### src/rtl/wb_pkg.sv
// Shared types and defaults for the write-back stage and its load formatter.
package wb_pkg;

  localparam int XLEN_DEF      = 32;
  localparam int REG_COUNT_DEF = 32;
  localparam int ADDR_W_DEF    = $clog2(REG_COUNT_DEF);

  typedef enum logic [2:0] {
    LD_LB  = 3'd0,
    LD_LH  = 3'd1,
    LD_LW  = 3'd2,
    LD_LBU = 3'd4,
    LD_LHU = 3'd5
  } ld_funct3_e;

  typedef struct packed {
    logic [ADDR_W_DEF-1:0] rd;
    logic [XLEN_DEF-1:0]   data;
    logic                  err;
  } wb_req_t;

endpackage

### src/rtl/wb_stage_load_align.sv
// Combinational load formatter: picks the byte/halfword addressed by the offset
// and sign- or zero-extends it; flags misaligned or unknown load types.
module load_align
  import wb_pkg::*;
#(
  parameter int XLEN = XLEN_DEF
) (
  input  logic [2:0]      funct3_i,
  input  logic [1:0]      offset_i,
  input  logic [XLEN-1:0] word_i,
  output logic [XLEN-1:0] data_o,
  output logic            err_o
);

  logic [7:0]  byte_s;
  logic [15:0] half_s;

  // Byte/halfword lane selection and extension per load type.
  always_comb begin
    byte_s = word_i[{offset_i, 3'b000} +: 8];
    half_s = offset_i[1] ? word_i[31:16] : word_i[15:0];
    data_o = '0;
    err_o  = 1'b0;
    case (ld_funct3_e'(funct3_i))
      LD_LB:  data_o = {{(XLEN-8){byte_s[7]}}, byte_s};
      LD_LBU: data_o = {{(XLEN-8){1'b0}}, byte_s};
      LD_LH: begin
        data_o = {{(XLEN-16){half_s[15]}}, half_s};
        err_o  = offset_i[0];
      end
      LD_LHU: begin
        data_o = {{(XLEN-16){1'b0}}, half_s};
        err_o  = offset_i[0];
      end
      LD_LW: begin
        data_o = word_i;
        err_o  = (offset_i != 2'd0);
      end
      default: begin
        data_o = '0;
        err_o  = 1'b1;
      end
    endcase
  end

endmodule

### src/rtl/wb_stage.sv
// Write-back stage: arbitrates ALU and load results (load first, with an ALU
// anti-starvation grant) and issues one registered register-file write per cycle.
module wb_stage
  import wb_pkg::*;
#(
  parameter int XLEN         = XLEN_DEF,
  parameter int REG_COUNT    = REG_COUNT_DEF,
  parameter int ADDR_W       = $clog2(REG_COUNT),
  parameter int STARVE_LIMIT = 4
) (
  input  logic                 clk,
  input  logic                 rst_n,
  input  logic                 alu_valid,
  output logic                 alu_ready,
  input  logic [ADDR_W-1:0]    alu_rd,
  input  logic [XLEN-1:0]      alu_data,
  input  logic                 ld_valid,
  output logic                 ld_ready,
  input  logic [ADDR_W-1:0]    ld_rd,
  input  logic [2:0]           ld_funct3,
  input  logic [1:0]           ld_offset,
  input  logic [XLEN-1:0]      ld_data,
  output logic [REG_COUNT-1:0] rf_wen,
  output logic [XLEN-1:0]      rf_wdata,
  output logic                 fwd_valid,
  output logic [ADDR_W-1:0]    fwd_rd,
  output logic                 ld_err,
  output logic [31:0]          wb_count
);

  localparam int CNT_W = $clog2(STARVE_LIMIT + 1);
  localparam logic [CNT_W-1:0] LIMIT = CNT_W'(STARVE_LIMIT);

  logic [CNT_W-1:0]     starve_q, starve_d;
  logic [REG_COUNT-1:0] wen_q, wen_d;
  logic [XLEN-1:0]      wdata_q, wdata_d;
  logic                 fwd_valid_q, fwd_valid_d;
  logic [ADDR_W-1:0]    fwd_rd_q, fwd_rd_d;
  logic                 ld_err_q, ld_err_d;
  logic [31:0]          count_q, count_d;

  logic [XLEN-1:0] ld_fmt_s;
  logic            ld_fmt_err_s;
  logic            force_s, ld_acc_s, alu_acc_s, commit_s;
  wb_req_t         req_s;

  load_align #(.XLEN(XLEN)) u_align (
    .funct3_i (ld_funct3),
    .offset_i (ld_offset),
    .word_i   (ld_data),
    .data_o   (ld_fmt_s),
    .err_o    (ld_fmt_err_s)
  );

  // Handshake arbitration and starvation tracking.
  always_comb begin
    force_s   = (starve_q == LIMIT);
    ld_ready  = !force_s;
    alu_ready = force_s || !ld_valid;
    ld_acc_s  = ld_valid && ld_ready;
    alu_acc_s = alu_valid && alu_ready && !ld_acc_s;
    if (alu_valid && !alu_ready) begin
      starve_d = force_s ? starve_q : starve_q + CNT_W'(1);
    end else begin
      starve_d = '0;
    end
  end

  // Select the winning request and build the next write-port state.
  always_comb begin
    req_s = '0;
    if (ld_acc_s) begin
      req_s.rd   = ld_rd;
      req_s.data = ld_fmt_s;
      req_s.err  = ld_fmt_err_s;
    end else begin
      req_s.rd   = alu_rd;
      req_s.data = alu_data;
      req_s.err  = 1'b0;
    end
    // x0 and dropped loads are consumed without a register write.
    commit_s    = (ld_acc_s || alu_acc_s) && !req_s.err && (req_s.rd != '0);
    wen_d       = '0;
    if (commit_s) begin
      wen_d[req_s.rd] = 1'b1;
    end else begin
      wen_d = '0;
    end
    wdata_d     = commit_s ? req_s.data : wdata_q;
    fwd_rd_d    = commit_s ? req_s.rd : fwd_rd_q;
    fwd_valid_d = commit_s;
    ld_err_d    = ld_acc_s && req_s.err;
    count_d     = commit_s ? count_q + 32'd1 : count_q;
  end

  // State and output registers with synchronous active-low reset.
  always_ff @(posedge clk) begin
    if (!rst_n) begin
      starve_q    <= '0;
      wen_q       <= '0;
      wdata_q     <= '0;
      fwd_valid_q <= 1'b0;
      fwd_rd_q    <= '0;
      ld_err_q    <= 1'b0;
      count_q     <= 32'd0;
    end else begin
      starve_q    <= starve_d;
      wen_q       <= wen_d;
      wdata_q     <= wdata_d;
      fwd_valid_q <= fwd_valid_d;
      fwd_rd_q    <= fwd_rd_d;
      ld_err_q    <= ld_err_d;
      count_q     <= count_d;
    end
  end

  assign rf_wen    = wen_q;
  assign rf_wdata  = wdata_q;
  assign fwd_valid = fwd_valid_q;
  assign fwd_rd    = fwd_rd_q;
  assign ld_err    = ld_err_q;
  assign wb_count  = count_q;

endmodule

### config.mk
export PLATFORM = sky130hd
export DESIGN_NAME = wb_stage
export DESIGN_NICKNAME = d
export VERILOG_FILES = /design/src/rtl/wb_pkg.sv /design/src/rtl/wb_stage_load_align.sv /design/src/rtl/wb_stage.sv
export SDC_FILE = /design/constraint.sdc
export NUM_CORES = 1
export LEC_CHECK = 0
export CORE_ASPECT_RATIO = 1.2
export CORE_MARGIN = 1
export CORE_UTILIZATION = 41
export CTS_BUF_LIST = sky130_fd_sc_hd__clkbuf_4 sky130_fd_sc_hd__clkbuf_8
export CTS_CLUSTER_SIZE = 20
export DETAILED_ROUTE_END_ITERATION = 8
export PLACE_DENSITY = 0.78
export RECOVER_POWER = 50
export SYNTH_ARGS = -nofsm -noshare
export SYNTH_HDL_FRONTEND = slang
export SYNTH_SLANG_ARGS = --single-unit
### constraint.sdc
create_clock -name clk -period 2.2 [get_ports clk]
set_clock_uncertainty 0.1 [all_clocks]
set_input_delay 0.44 -clock clk [delete_from_list [all_inputs] [get_ports clk]]
set_output_delay 0.44 -clock clk [all_outputs]
set_load 0.005 [all_outputs]
[Word level (Yosys, flattened, before mapping)]
Index checks and enable logic that the tools add are counted.
Widths: inputs -> output; s select.
Word-level totals
  input port bits: 83
  logic and storage cells: 45
  register bits: 106
  output and inout port bits: 105
Cells by class
  equality and inequality tests: 5
  multiplexer cells: 6
  reduce and logical (&&, ||, !) cells: 22
  $add $sub $neg: 2
  shift operators: 1
  order comparisons: 2
Operators with widths (number)
  $pmux 32 s5: 1
  $mux 38: 1
  $add 32x1->32 const B: 1
  $shiftx 32x6->8: 1
  $mux 16: 1
  $eq 3x3->1 const B: 3
  $logic_and 1x1->1: 8
  $lt 5x6->1 const B: 1
  $demux 1 s5: 1
  $ge 5x1->1 const B: 1
  $logic_not 1->1: 5
  $reduce_bool 5->1: 1
  $reduce_and 2->1: 2
  $reduce_or 2->1: 2
  $add 3x1->3 const B: 1
  $eq 3x1->1 const B: 1
  $eq 3x2->1 const B: 1
  $logic_not 3->1: 1
  $pmux 1 s3: 1
  $logic_or 1x1->1: 2
  $reduce_bool 2->1: 1
  $mux 1: 1

[Depth between registers and ports, before layout]
  depth in word-level cells: 9
  depth in mapped cells: 11
  depth with buffers taken out: 8

[By module]
From an unflattened synthesis, not the netlist that was laid out.
Second synthesis, totals
  cell total of the unflattened synthesis: 618
  area, all modules: 5435.2 µm²
By module, submodules not included
  wb_stage: area an instance 4536.9 µm², seq. area each 2122.0 µm², cells an instance 510, instances 1
  load_align: area an instance 898.4 µm², seq. area each 0.0 µm², cells an instance 108, instances 1

[Worst setup path after synthesis]
Ideal clock, no wire load.
  path kind: in2reg
  start: in ld_offset[1]
  end: reg wdata_q[22] (netlist: rf_wdata[22])
  buffers on the path: 2
  setup slack: 34 ps
  stages: 7
  data arrival time: 1934 ps
  required time: 1968 ps
  library setup time: 132 ps
  path through: buf_2 > mux2_4 > a222oi_1 > buf_6 > a21oi_1 > a21oi_1 > a21oi_1
Between the ends
  longest elaborated chain between the ends: 6
  elaborated cells between the ends (all ways): 9
  those cells by class: shift: 1; mux: 4; reduce/logical: 4
Ends and longest elaborated chain
  from (decl): line wb_stage.sv:21  | input logic [1:0] ld_offset,
  parallel branches: the longest is 2 deep, another holds $shiftx 32x6->8
  $mux 38 (*): line wb_stage.sv:72  | if (ld_acc_s) begin
  $logic_not 1->1: line wb_stage.sv:82  | commit_s = (ld_acc_s || alu_acc_s) && !req_s.err && (req_s.rd != '0);
  $logic_and 1x1->1 (2 in a row): line wb_stage.sv:82
  to (signal assigned): line wb_stage.sv:109  | wdata_q <= wdata_d;
  to (decl): line wb_stage.sv:36  | logic [XLEN-1:0] wdata_q, wdata_d;
Every way passes the cells marked *.
A chain may end at the register's enable or synchronous reset.

[Worst setup path in the final report]
  start: in ld_valid
  end: reg count_q[28] (netlist: wb_count[28])
Between the ends
  longest elaborated chain between the ends: 7
  elaborated cells between the ends (all ways): 12
  those cells by class: mux: 1; reduce/logical: 11
Ends and longest elaborated chain
  from (decl): line wb_stage.sv:17  | input logic ld_valid,
  $logic_not 1->1: line wb_stage.sv:59  | alu_ready = force_s || !ld_valid;
  $logic_or 1x1->1: line wb_stage.sv:59
  $logic_and 1x1->1 (2 in a row): line wb_stage.sv:61  | alu_acc_s = alu_valid && alu_ready && !ld_acc_s;
  $logic_or 1x1->1: line wb_stage.sv:82
  $logic_and 1x1->1: line wb_stage.sv:82
  $logic_and 1x1->1 (*): line wb_stage.sv:82
  to (signal assigned): line wb_stage.sv:113  | count_q <= count_d;
  to (decl): line wb_stage.sv:40  | logic [31:0] count_q, count_d;
Every way passes the cells marked *; elsewhere a longest branch is shown, timed or not.

==> results.sh <==
export IMPL_cts_clk_slew_worst_paths_ns=0.12
export IMPL_grt_total_usage=0.273
export IMPL_crit_path_cell_trace="clkdlybuf4s50_1 > a21boi_4 > o41ai_4 > o21a_4 > clkbuf_16 > or4_4 > a21oi_2"
export IMPL_min_from="rf_wdata[6]"
export IMPL_seq_power_share=0.481
export IMPL_multiInputGateArea_sq_um=2890
export IMPL_synth_xor_area_frac=0.00175
export IMPL_rows=43
export IMPL_routed_via_density=5.60
export IMPL_synth_cell_type_count=61
export IMPL_cts_buffers_inserted=9
export IMPL_grtUsageMet1=0.288
export IMPL_gp_congestion=0.889
export IMPL_dr_pass1_iters=5
export IMPL_hold_depth=2
export IMPL_power_leakage_nw=2.96
export IMPL_finalWirelength_microns=17600
export IMPL_relSlewSlack=0.624
export IMPL_dpl_hpwl_microns=12900
export IMPL_async_reset_ff_frac=0
export IMPL_vias=5780
export IMPL_critPathMaxStageDelay_ns=0.49
export IMPL_drc=0
export IMPL_required_ns=2.41
export IMPL_comb_power_share=0.225
export IMPL_fmax_mhz=459
export IMPL_yosys_area_top_type_share=0.423
export IMPL_synth_mux_area_frac=0.0411
export IMPL_synth_common_cells="a21oi_1, dfxtp_1, o21ai_0, nand2_1, nor2_1"
export IMPL_yosysMostFrequentCell="a21oi_1"
export IMPL_ys_ff_latch=106
export IMPL_n_antenna_cell=0
export IMPL_cts_max_level=3
export IMPL_pin_count=188
export IMPL_num_fill_cells=964
export IMPL_gr_usage_met2=0.505
export IMPL_vdd_drop_max_v=0.000277
export IMPL_grt_pass1_wl_microns=26900
export IMPL_setup_worst_path_class="in -> reg"
export IMPL_p_int_w=0.00298
export IMPL_yosysTopAreaCell="dfxtp_1"
export IMPL_grt_max_degree=37
export IMPL_start_util=0.428
export IMPL_synth_flop_cell="dfxtp_1"
export IMPL_cp_end_kind="register"
export IMPL_layout_nets=957
export IMPL_worst_slew_pin_slew_ns=0.562
export IMPL_power_w=0.00423
export IMPL_synth_fp_nets=711
export IMPL_timing_rr_end="wb_count[28]"
export IMPL_antenna_found_initial=0
export IMPL_timing_rr_start="starve_q[0]"
export IMPL_outcome="finished clean"
export IMPL_synth_area_sq_um=5020
export IMPL_drive_gt1_frac=0.192
export IMPL_worstHoldEndpoint="rf_wdata[6]"
export IMPL_synth_fa_ha_area_frac=0.00748
export IMPL_clk_latency_ns=0.38
export IMPL_syn_avg_cell_area_sq_um=8.03
export IMPL_grt_ovfl_total=0
export IMPL_slew_violations=0
export IMPL_swShare=0.295
export IMPL_pre_cts_ws_ns=-0.405
export IMPL_wl_per_cell_microns=17.0
export IMPL_power_density_nw_per_um2=519
export IMPL_synth_compound_area_share=0.252
export IMPL_start_kind="input pin"
export IMPL_pwr_share_clk=0.294
export IMPL_die_y_microns=123
export IMPL_crit_start="ld_valid"
export IMPL_worst_path_max_fanout=8
export IMPL_drtIter0Drc=267
export IMPL_cts_sinks=106
export IMPL_clk_path_buf_depth=2
export IMPL_dieArea_sq_um=12700
export IMPL_synthToLayoutAreaGrowth_pct=62.2
export IMPL_grt_busiest_layer="met2"
export IMPL_ant_nets=0
export IMPL_finalSetupViolations=0
export IMPL_min_period_ns=2.18
export IMPL_grt_pass1_vias=5767
export IMPL_cap_viol_max_count=0
export IMPL_use_met3=0.0695
export IMPL_synthTopCellsByArea="dfxtp_1, a21oi_1, o21ai_0"
export IMPL_grt_setup_unrepaired="true"
export IMPL_synthSimpleGateAreaFrac=0.229
export IMPL_coreArea_sq_um=11700
export IMPL_hold_viol=0
export IMPL_synthCells=625
export IMPL_period_share=0.991
export IMPL_hold_buffers=0
export IMPL_cts_tree="built"
export IMPL_cp_slowest_cell="clkdlybuf4s50_1"
export IMPL_synth_top_family_by_area="compound AO/OA/AOI/OAI gates"
export IMPL_r2r_slack_ns=0.04
export IMPL_final_seq_area_sq_um=2120
export IMPL_arrival_ns=2.39
export IMPL_synth_edff_count=0
export IMPL_layout_setup_ws_ns=0.0201
export IMPL_whs_ns=0.365
export IMPL_switchingPower_w=0.00125
export IMPL_portBuffers=187
export IMPL_reg2regPathDepth=8
export IMPL_ys_seq_area_frac=0.423
export IMPL_yosys_warnings=0
export IMPL_die_w_microns=103
export IMPL_clockRootBuffer="clkbuf_8"
export IMPL_hp_class="reg -> reg"
power by group through the flow:
stage	combinational (W)	sequential [W]	clock [W]
5_1_grt	0.00103	0.00204	0.00135
6_report	0.000952	0.00203	0.00124
3_5_place_dp	0.000879	0.00207	0
4_1_cts	0.000902	0.00203	0.00127
3_3_place_gp	0.000859	0.00207	0
2_1_floorplan	0.000332	0.00207	0
worst max-delay path by stage:
stage | to | slack [ns] | cells past startpoint
3_5_place_dp | wb_count[14] | -0.41 | 9
6_report | wb_count[28] | 0.02 | 7
4_1_cts | wb_count[29] | -0.01 | 9
2_1_floorplan | rf_wdata[22] | 0.03 | 7
3_3_place_gp | wb_count[8] | -0.35 | 8
5_1_grt | wb_count[27] | -0.06 | 9
cell type report:
cell class | instances | area share
Clock buffer | 9 | 0.0152
Inverter | 10 | 0.00461
Multi-Input combinational cell | 471 | 0.355
Timing Repair Buffer | 273 | 0.329
Tap cell | 157 | 0.0241
Sequential cell | 106 | 0.261
Clock inverter | 7 | 0.0106
cells by family (layout without fill, tap and decap cells):
logic type | Yosys count | in the layout
and+or+nand+nor | 227 | 227
AOI/OAI and AO/OA | 220 | 220
DFF | 106 | 106
buffers and inverters | 48 | 299
muxes | 19 | 19
adders and majority gates | 3 | 3
other | 1 | 1
xor gates and xnor gates | 1 | 1
stage by stage:
step	setup TNS, ns	instances	cell area [sq um]	utilization
floorplan	0	625	5020	-
global placement	-21.28	1009	7580	0.647
detailed placement	-25.63	1009	7580	0.647
CTS	-0.0182	1026	7870	0.671
global route	-0.193	1033	8140	0.694
finish	0	1033	8140	0.694
per-layer routing:
metal | part of all wire | wire, microns
met5 | 0 | 0
met2 | 0.53 | 9280
met4 | 0.036 | 629
met3 | 0.067 | 1170
met1 | 0.37 | 6490
cells in the final DEF (no fill, tap or decap), types with 3 or more instances in the layout:
master           Yosys  routed
nor2_1              52      52
clkdlybuf4s50_1      0     182
a21oi_1            107      95
buf_12               0       8
clkbuf_8             0       9
nand4_1              9       9
nor3_1               9       9
and3_1               6       6
a21oi_2              2      14
inv_1                9       6
clkinv_8             0       3
o21ai_1              2       6
o21ai_0             72      66
inv_2                1       4
a222oi_1             4       4
dlymetal6s2s_1       0       3
nand2b_1             9       9
o31ai_2              0       4
nand3b_1             4       4
o41ai_1              6       3
buf_6                3       5
o31ai_1             10       5
or4_4                0       5
nand2_1             69      69
nand3_1             21      21
mux2i_1             12      12
dfxtp_1            106     104
or3_4                1       6
buf_4                2      70
mux2_2               5       5
nor2b_1              3       3
or3_1               18      13
state kept, by name, indices dropped and copies added, names as in the netlist:
name       cells
fwd_valid      1
wb_count      32
rf_wen        32
ld_err         1
rf_wdata      32
starve_q       3
fwd_rd         5
critical path, delay by kind of cell:
kind | cells | cell delay (ns)
and+or+nand+nor | 1 | 0.47
buffers and inverters | 2 | 0.67
AOI/OAI and AO/OA | 4 | 0.82
timing repair:
item / CTS / global route
buffers inserted: 0 / 6
pin swaps: 8 / 39
gates resized for setup: 12 / 57
cloned: 1 / 2
endpoints found under the setup margin: 24 / 37
(Power assumes the default switching activity.)
